===== src/rtl/approx_adder_error_monitor.sv =====
`default_nettype none
// ============================================================================
// Module   : approx_adder_error_monitor
// Brief    : Streaming error-metrics engine for approximate adders
// Revision : 1.0 - initial release
// ============================================================================
module approx_adder_error_monitor #(
    parameter int WIDTH       = 16,
    parameter int NUM_SAMPLES = 10000,
    parameter int ACC_W       = 32,
    parameter int CNT_W       = $clog2(NUM_SAMPLES + 1)
) (
    input  logic               clk,
    input  logic               rst,
    input  logic               start,
    input  logic               in_valid,
    output logic               in_ready,
    input  logic [WIDTH-1:0]   a,
    input  logic [WIDTH-1:0]   b,
    input  logic               cin,
    input  logic [WIDTH:0]     approx_sum,
    output logic               busy,
    output logic               done,
    output logic [CNT_W-1:0]   sample_count,
    output logic [CNT_W-1:0]   err_count,
    output logic [ACC_W-1:0]   total_err,
    output logic [WIDTH:0]     max_err,
    output logic [CNT_W-1:0]   max_err_idx
);

    localparam logic [1:0] c_s_idle  = 2'd0;
    localparam logic [1:0] c_s_run   = 2'd1;
    localparam logic [1:0] c_s_drain = 2'd2;
    localparam logic [1:0] c_s_done  = 2'd3;

    localparam logic [CNT_W-1:0] c_last = CNT_W'(NUM_SAMPLES - 1);
    localparam logic [CNT_W-1:0] c_one  = CNT_W'(1);

    logic [1:0]       r_state;
    logic             r_drain_cnt;
    logic [CNT_W-1:0] r_sample_count;
    logic [CNT_W-1:0] r_err_count;
    logic [ACC_W-1:0] r_total_err;
    logic [WIDTH:0]   r_max_err;
    logic [CNT_W-1:0] r_max_err_idx;

    logic             r_s1_valid;
    logic [WIDTH:0]   r_s1_exact;
    logic [WIDTH:0]   r_s1_approx;
    logic [CNT_W-1:0] r_s1_idx;
    logic             r_s2_valid;
    logic [WIDTH:0]   r_s2_diff;
    logic [CNT_W-1:0] r_s2_idx;

    logic             w_accept;
    logic [WIDTH:0]   w_exact;
    logic [WIDTH:0]   w_diff;
    logic [ACC_W:0]   w_total_sum;
    logic [ACC_W-1:0] w_total_next;

    assign w_accept = in_valid && (r_state == c_s_run);
    assign w_exact  = {1'b0, a} + {1'b0, b} + {{WIDTH{1'b0}}, cin};
    // Compare first so the magnitude never wraps regardless of error sign
    assign w_diff   = (r_s1_exact >= r_s1_approx) ? (r_s1_exact - r_s1_approx)
                                                  : (r_s1_approx - r_s1_exact);
    assign w_total_sum  = {1'b0, r_total_err} + {{(ACC_W - WIDTH){1'b0}}, r_s2_diff};
    assign w_total_next = w_total_sum[ACC_W] ? {ACC_W{1'b1}} : w_total_sum[ACC_W-1:0];

    always_ff @(posedge clk) begin
        if (rst) begin
            r_s1_valid  <= 1'b0;
            r_s1_exact  <= '0;
            r_s1_approx <= '0;
            r_s1_idx    <= '0;
            r_s2_valid  <= 1'b0;
            r_s2_diff   <= '0;
            r_s2_idx    <= '0;
        end else begin
            r_s1_valid <= w_accept;
            if (w_accept) begin
                r_s1_exact  <= w_exact;
                r_s1_approx <= approx_sum;
                r_s1_idx    <= r_sample_count;
            end
            r_s2_valid <= r_s1_valid;
            if (r_s1_valid) begin
                r_s2_diff <= w_diff;
                r_s2_idx  <= r_s1_idx;
            end
        end
    end

    always_ff @(posedge clk) begin
        if (rst) begin
            r_state        <= c_s_idle;
            r_drain_cnt    <= 1'b0;
            r_sample_count <= '0;
            r_err_count    <= '0;
            r_total_err    <= '0;
            r_max_err      <= '0;
            r_max_err_idx  <= '0;
        end else begin
            if (r_s2_valid) begin
                if (r_s2_diff != '0) begin
                    r_err_count <= r_err_count + c_one;
                end
                r_total_err <= w_total_next;
                if (r_s2_diff > r_max_err) begin
                    r_max_err     <= r_s2_diff;
                    r_max_err_idx <= r_s2_idx;
                end
            end

            case (r_state)
                c_s_idle, c_s_done: begin
                    if (start) begin
                        r_state        <= c_s_run;
                        r_sample_count <= '0;
                        r_err_count    <= '0;
                        r_total_err    <= '0;
                        r_max_err      <= '0;
                        r_max_err_idx  <= '0;
                    end
                end
                c_s_run: begin
                    if (w_accept) begin
                        r_sample_count <= r_sample_count + c_one;
                        if (r_sample_count == c_last) begin
                            r_state     <= c_s_drain;
                            r_drain_cnt <= 1'b0;
                        end
                    end
                end
                c_s_drain: begin
                    // Two drain cycles cover both pipeline stages
                    r_drain_cnt <= 1'b1;
                    if (r_drain_cnt) begin
                        r_state <= c_s_done;
                    end
                end
                default: r_state <= c_s_idle;
            endcase
        end
    end

    assign in_ready     = (r_state == c_s_run);
    assign busy         = (r_state == c_s_run) || (r_state == c_s_drain);
    assign done         = (r_state == c_s_done);
    assign sample_count = r_sample_count;
    assign err_count    = r_err_count;
    assign total_err    = r_total_err;
    assign max_err      = r_max_err;
    assign max_err_idx  = r_max_err_idx;

endmodule
`default_nettype wire


===== config.mk =====
export PLATFORM = sky130hd
export DESIGN_NAME = approx_adder_error_monitor
export DESIGN_NICKNAME = d
export VERILOG_FILES = /design/src/rtl/approx_adder_error_monitor.sv
export SDC_FILE = /design/constraint.sdc
export NUM_CORES = 1
export LEC_CHECK = 0
export ABC_AREA = 1
export CAP_MARGIN = 20
export CORE_ASPECT_RATIO = 1.75
export CORE_MARGIN = 2
export CORE_UTILIZATION = 57
export CTS_BUF_LIST = sky130_fd_sc_hd__clkbuf_8
export DETAILED_ROUTE_END_ITERATION = 10
export PLACE_DENSITY = 0.82
export REMOVE_ABC_BUFFERS = 1
export SYNTH_ARGS = -nofsm -noshare
export SYNTH_HDL_FRONTEND = slang
export SYNTH_SLANG_ARGS = --single-unit
export TNS_END_PERCENT = 20

===== constraint.sdc =====
create_clock -name clk -period 2.91 [get_ports clk]
set_input_delay 0.4365 -clock clk [delete_from_list [all_inputs] [get_ports clk]]
set_output_delay 0.4365 -clock clk [all_outputs]
set_load 0.01 [all_outputs]

==> results by group <==
Setup path
  • Delay of the slowest critical-path stage: a little under 600 ps
  • Worst path cell trace: inv_1, ha_1, inv_1, clkdlybuf4s50_1
  • CP Data Arrival Time: 2130 ps
  • Critical Path Fanout Max: 4
  • Slowest cell on crit path: clkdlybuf4s50_1
  • Critical Path End: busy
  • Worst Path Buf+Inv: 3
  • Critical Path Most Common Cell: inv_1
  • Worst Path Class, Setup: reg -> out
  • Crit path from: r_state[0]
  • R2R depth: 14
  • Stages on worst setup path: 4
  • CP top delay family: buffers and inverters
  • Critical Path RT: 2470 ps
  • R2r setup slk: 420 ps
  • Worst Setup Start Kind: flop
  • Reg-to-reg critical path startpoint: r_s2_diff[0]
  • R2R Path End: total_err[14]
  • Critical path endpoint category: output pin

CTS
  • CTS sink count: 175
  • Post-CTS Hold Buffers: 0
  • # Post-CTS Setup Buffers: 0
  • Number of buffers created by CTS: 17
  • Clock transition at path regs: 100 ps
  • Clock buffer depth: 2
  • Clock root cell: clkbuf_8
  • CTS tree: yes
  • CTS H-tree lvls: 4
  • Post_cts resized: 0
  • Skew-Pair Late Insertion Delay: between 400 and 500 ps

Power
  • Pwr dens: 749 mW/mm2
  • Clk pwr share: 0.174
  • PnR Total Power: 10.5 mW
  • Seq pwr share: 0.275
  • Max VDD drop: between 0.4 and 0.5 mV
  • Net Sw Power: roughly 5.0 mW
  • Logic pwr share: 0.550
  • Leak pwr: around 6.9 nW
  • Switch share: 0.474
  • Power Internal: 5.52 mW

Synthesis
  • Post-synth EDFFs: 0
  • Synthesized area: around 0.012 mm2
  • Register area share after synthesis: 0.293
  • Number of synthesized register bits: 175
  • Post-synth top area cell: dfxtp_1
  • Avg Inst Size Synth: roughly 6.3 um2
  • Post-synth top flop: dfxtp_1
  • Synth async-reset ratio: 0
  • Yosys warning count: 0
  • Top-area cell type share of the netlist area: 0.293
  • Yosys cell types: 47
  • Largest cells by area after synthesis: dfxtp_1 29%, nand2_1 15%, ha_1 9.2%, inv_1 9.0%, nor2_1 7.3%
  • Cells after synthesis: 1896

Final layout
  • Most frequent cells in the layout: 491 x nand2_1, 288 x inv_1, 234 x nor2_1, 175 x dfxtp_1
  • Finished Cell Area: about 0.014 mm2
  • Fraction of layout cells with a size suffix above 1: 0.0512
  • Final core utilization: 0.675
  • Total Nets Final: 2166
  • Diode count: 0
  • Synth-to-Final Area Change: 17.0%
  • Most common cell after layout, fill and taps aside: nand2_1

Outcome
  • Outcome: finished clean

Routing
  • DRC: 0
  • Drt wl/cell: ~15 um
  • First DRT Iteration DRCs: 627
  • Post-route ant nets: 0
  • WL final: 34000 um
  • Vias: between 10k and 15k
  • Via density: 5.37
  • Router iterations before antenna repair: 5

STA
  • Fmax: 390 MHz
  • Tmin final: 2560 ps
  • Setup-failing EPs final: 0
  • Period utilisation layout: 0.881
  • Setup TNS: 0 ps
  • Hold_ws: 473 ps
  • Worst slew pin tran: 706 ps
  • RSZ-0062 raised after global routing: no
  • Slew HR: 0.526
  • Clock Skews: 14.5 ps
  • Max-slew violations: 0
  • Final Hold Viols: 0

Global routing
  • First-pass GRT wire length: 55400 um
  • Total global-route track usage: 0.311
  • GR Overflow Total: 0
  • Largest net degree at the start of global routing: 52
  • Initial antenna violation count: 0
  • Vias in the first global route: 12.1k

Die
  • Die area: roughly 0.022 mm2
  • Top-level I/O count: 148
  • Row count: 70
  • Die height: 196 um
  • Initial core utilization: 0.577
  • Core region area: 0.0208 mm2
  • Die width: 114 um

Hold path
  • Hold Path Origin: r_drain_cnt
  • Min-delay worst type: reg -> reg

Placed design
  • Placed Area: 0.0136 mm2
  • Port bufs: 147
  • DP Wirelength: 26900 um
  • Placer Congestion: 0.949

Flow run
  • Max Cap Viol: 0
==> sequential cells by signal, summed over array words and instances, names as in the netlist, 2 cells and up <==
register / cells
sample_count: 14
r_s2_idx: 14
err_count: 14
total_err: 32
r_s1_exact: 17
max_err_idx: 14
r_s1_idx: 14
r_s2_diff: 17
max_err: 17
r_state: 2
r_s1_approx: 17
==> worst min-delay path, delay by kind of cell, from the launching register on <==
| family | cells | cell delay (ps) |
|---|---|---|
| flops | 1 | 330 |
| buf+inv | 1 | 50 |
| compound gates | 1 | 50 |
==> metrics by stage <==
step,setup slack [ps],cells
after global placement,288,2251
after global routing,255,2282
after floorplan,-135,1836
after CTS,331,2282
final,346,2282
after detailed placement,253,2252
==> Yosys cell counts, drive strengths merged (11+ instances only) <==
master  count
dfxtp     175
inv       298
nand3     124
ha         88
nor3       27
clkbuf     33
o21ai     115
a21oi     148
xor2       31
buf        27
nand4      27
nand2     514
nor2      240
xnor2      11
==> cell type report <==
| cell class | count | area [um2] |
|---|---|---|
| fill | 1918 | 6750 |
| inverter | 302 | 1140 |
| timing repair buffer | 164 | 1610 |
| clock inverter | 12 | 169 |
| clock buffer | 18 | 248 |
| multi-input combinational | 1359 | 7030 |
| tap | 252 | 315 |
| sequential | 175 | 3500 |
==> worst min-delay path by stage <==
stage          slack (ps)  cells past startpoint     endpoint
2_1_floorplan         420                      2  r_drain_cnt
3_3_place_gp          430                      2  r_drain_cnt
3_5_place_dp          440                      2  r_drain_cnt
4_1_cts               470                      2  r_drain_cnt
5_1_grt               480                      2  r_drain_cnt
6_report              470                      2  r_drain_cnt
==> logic make-up after synthesis <==
| family | after synthesis | synth area share |
|---|---|---|
| buffers and inverters | 362 | 0.121 |
| flip-flops | 175 | 0.293 |
| AO/OA/AOI/OAI | 277 | 0.120 |
| AND/OR/NAND/NOR | 947 | 0.335 |
| adder cells (fa/ha/maj) | 93 | 0.100 |
| XOR/XNOR | 42 | 0.0307 |
==> per-layer routing <==
layer,vias up,track usage,part of all wire
li1,6231,-,-
met5,-,0,0
met4,0,0.205,0.066
met3,132,0.0361,0.028
met1,5573,0.295,0.36
met2,324,0.607,0.55
==> power by group through the flow <==
stage          Sequential (mW)  Clock [mW]  Combinational [mW]
4_1_cts                   2.88        1.86                5.73
3_5_place_dp              2.94           0                5.70
3_3_place_gp              2.93           0                5.57
6_report                  2.89        1.83                5.77
2_1_floorplan             2.90           0                4.26
5_1_grt                   2.92        1.95                6.54
Power figures use the tool's default switching activity.
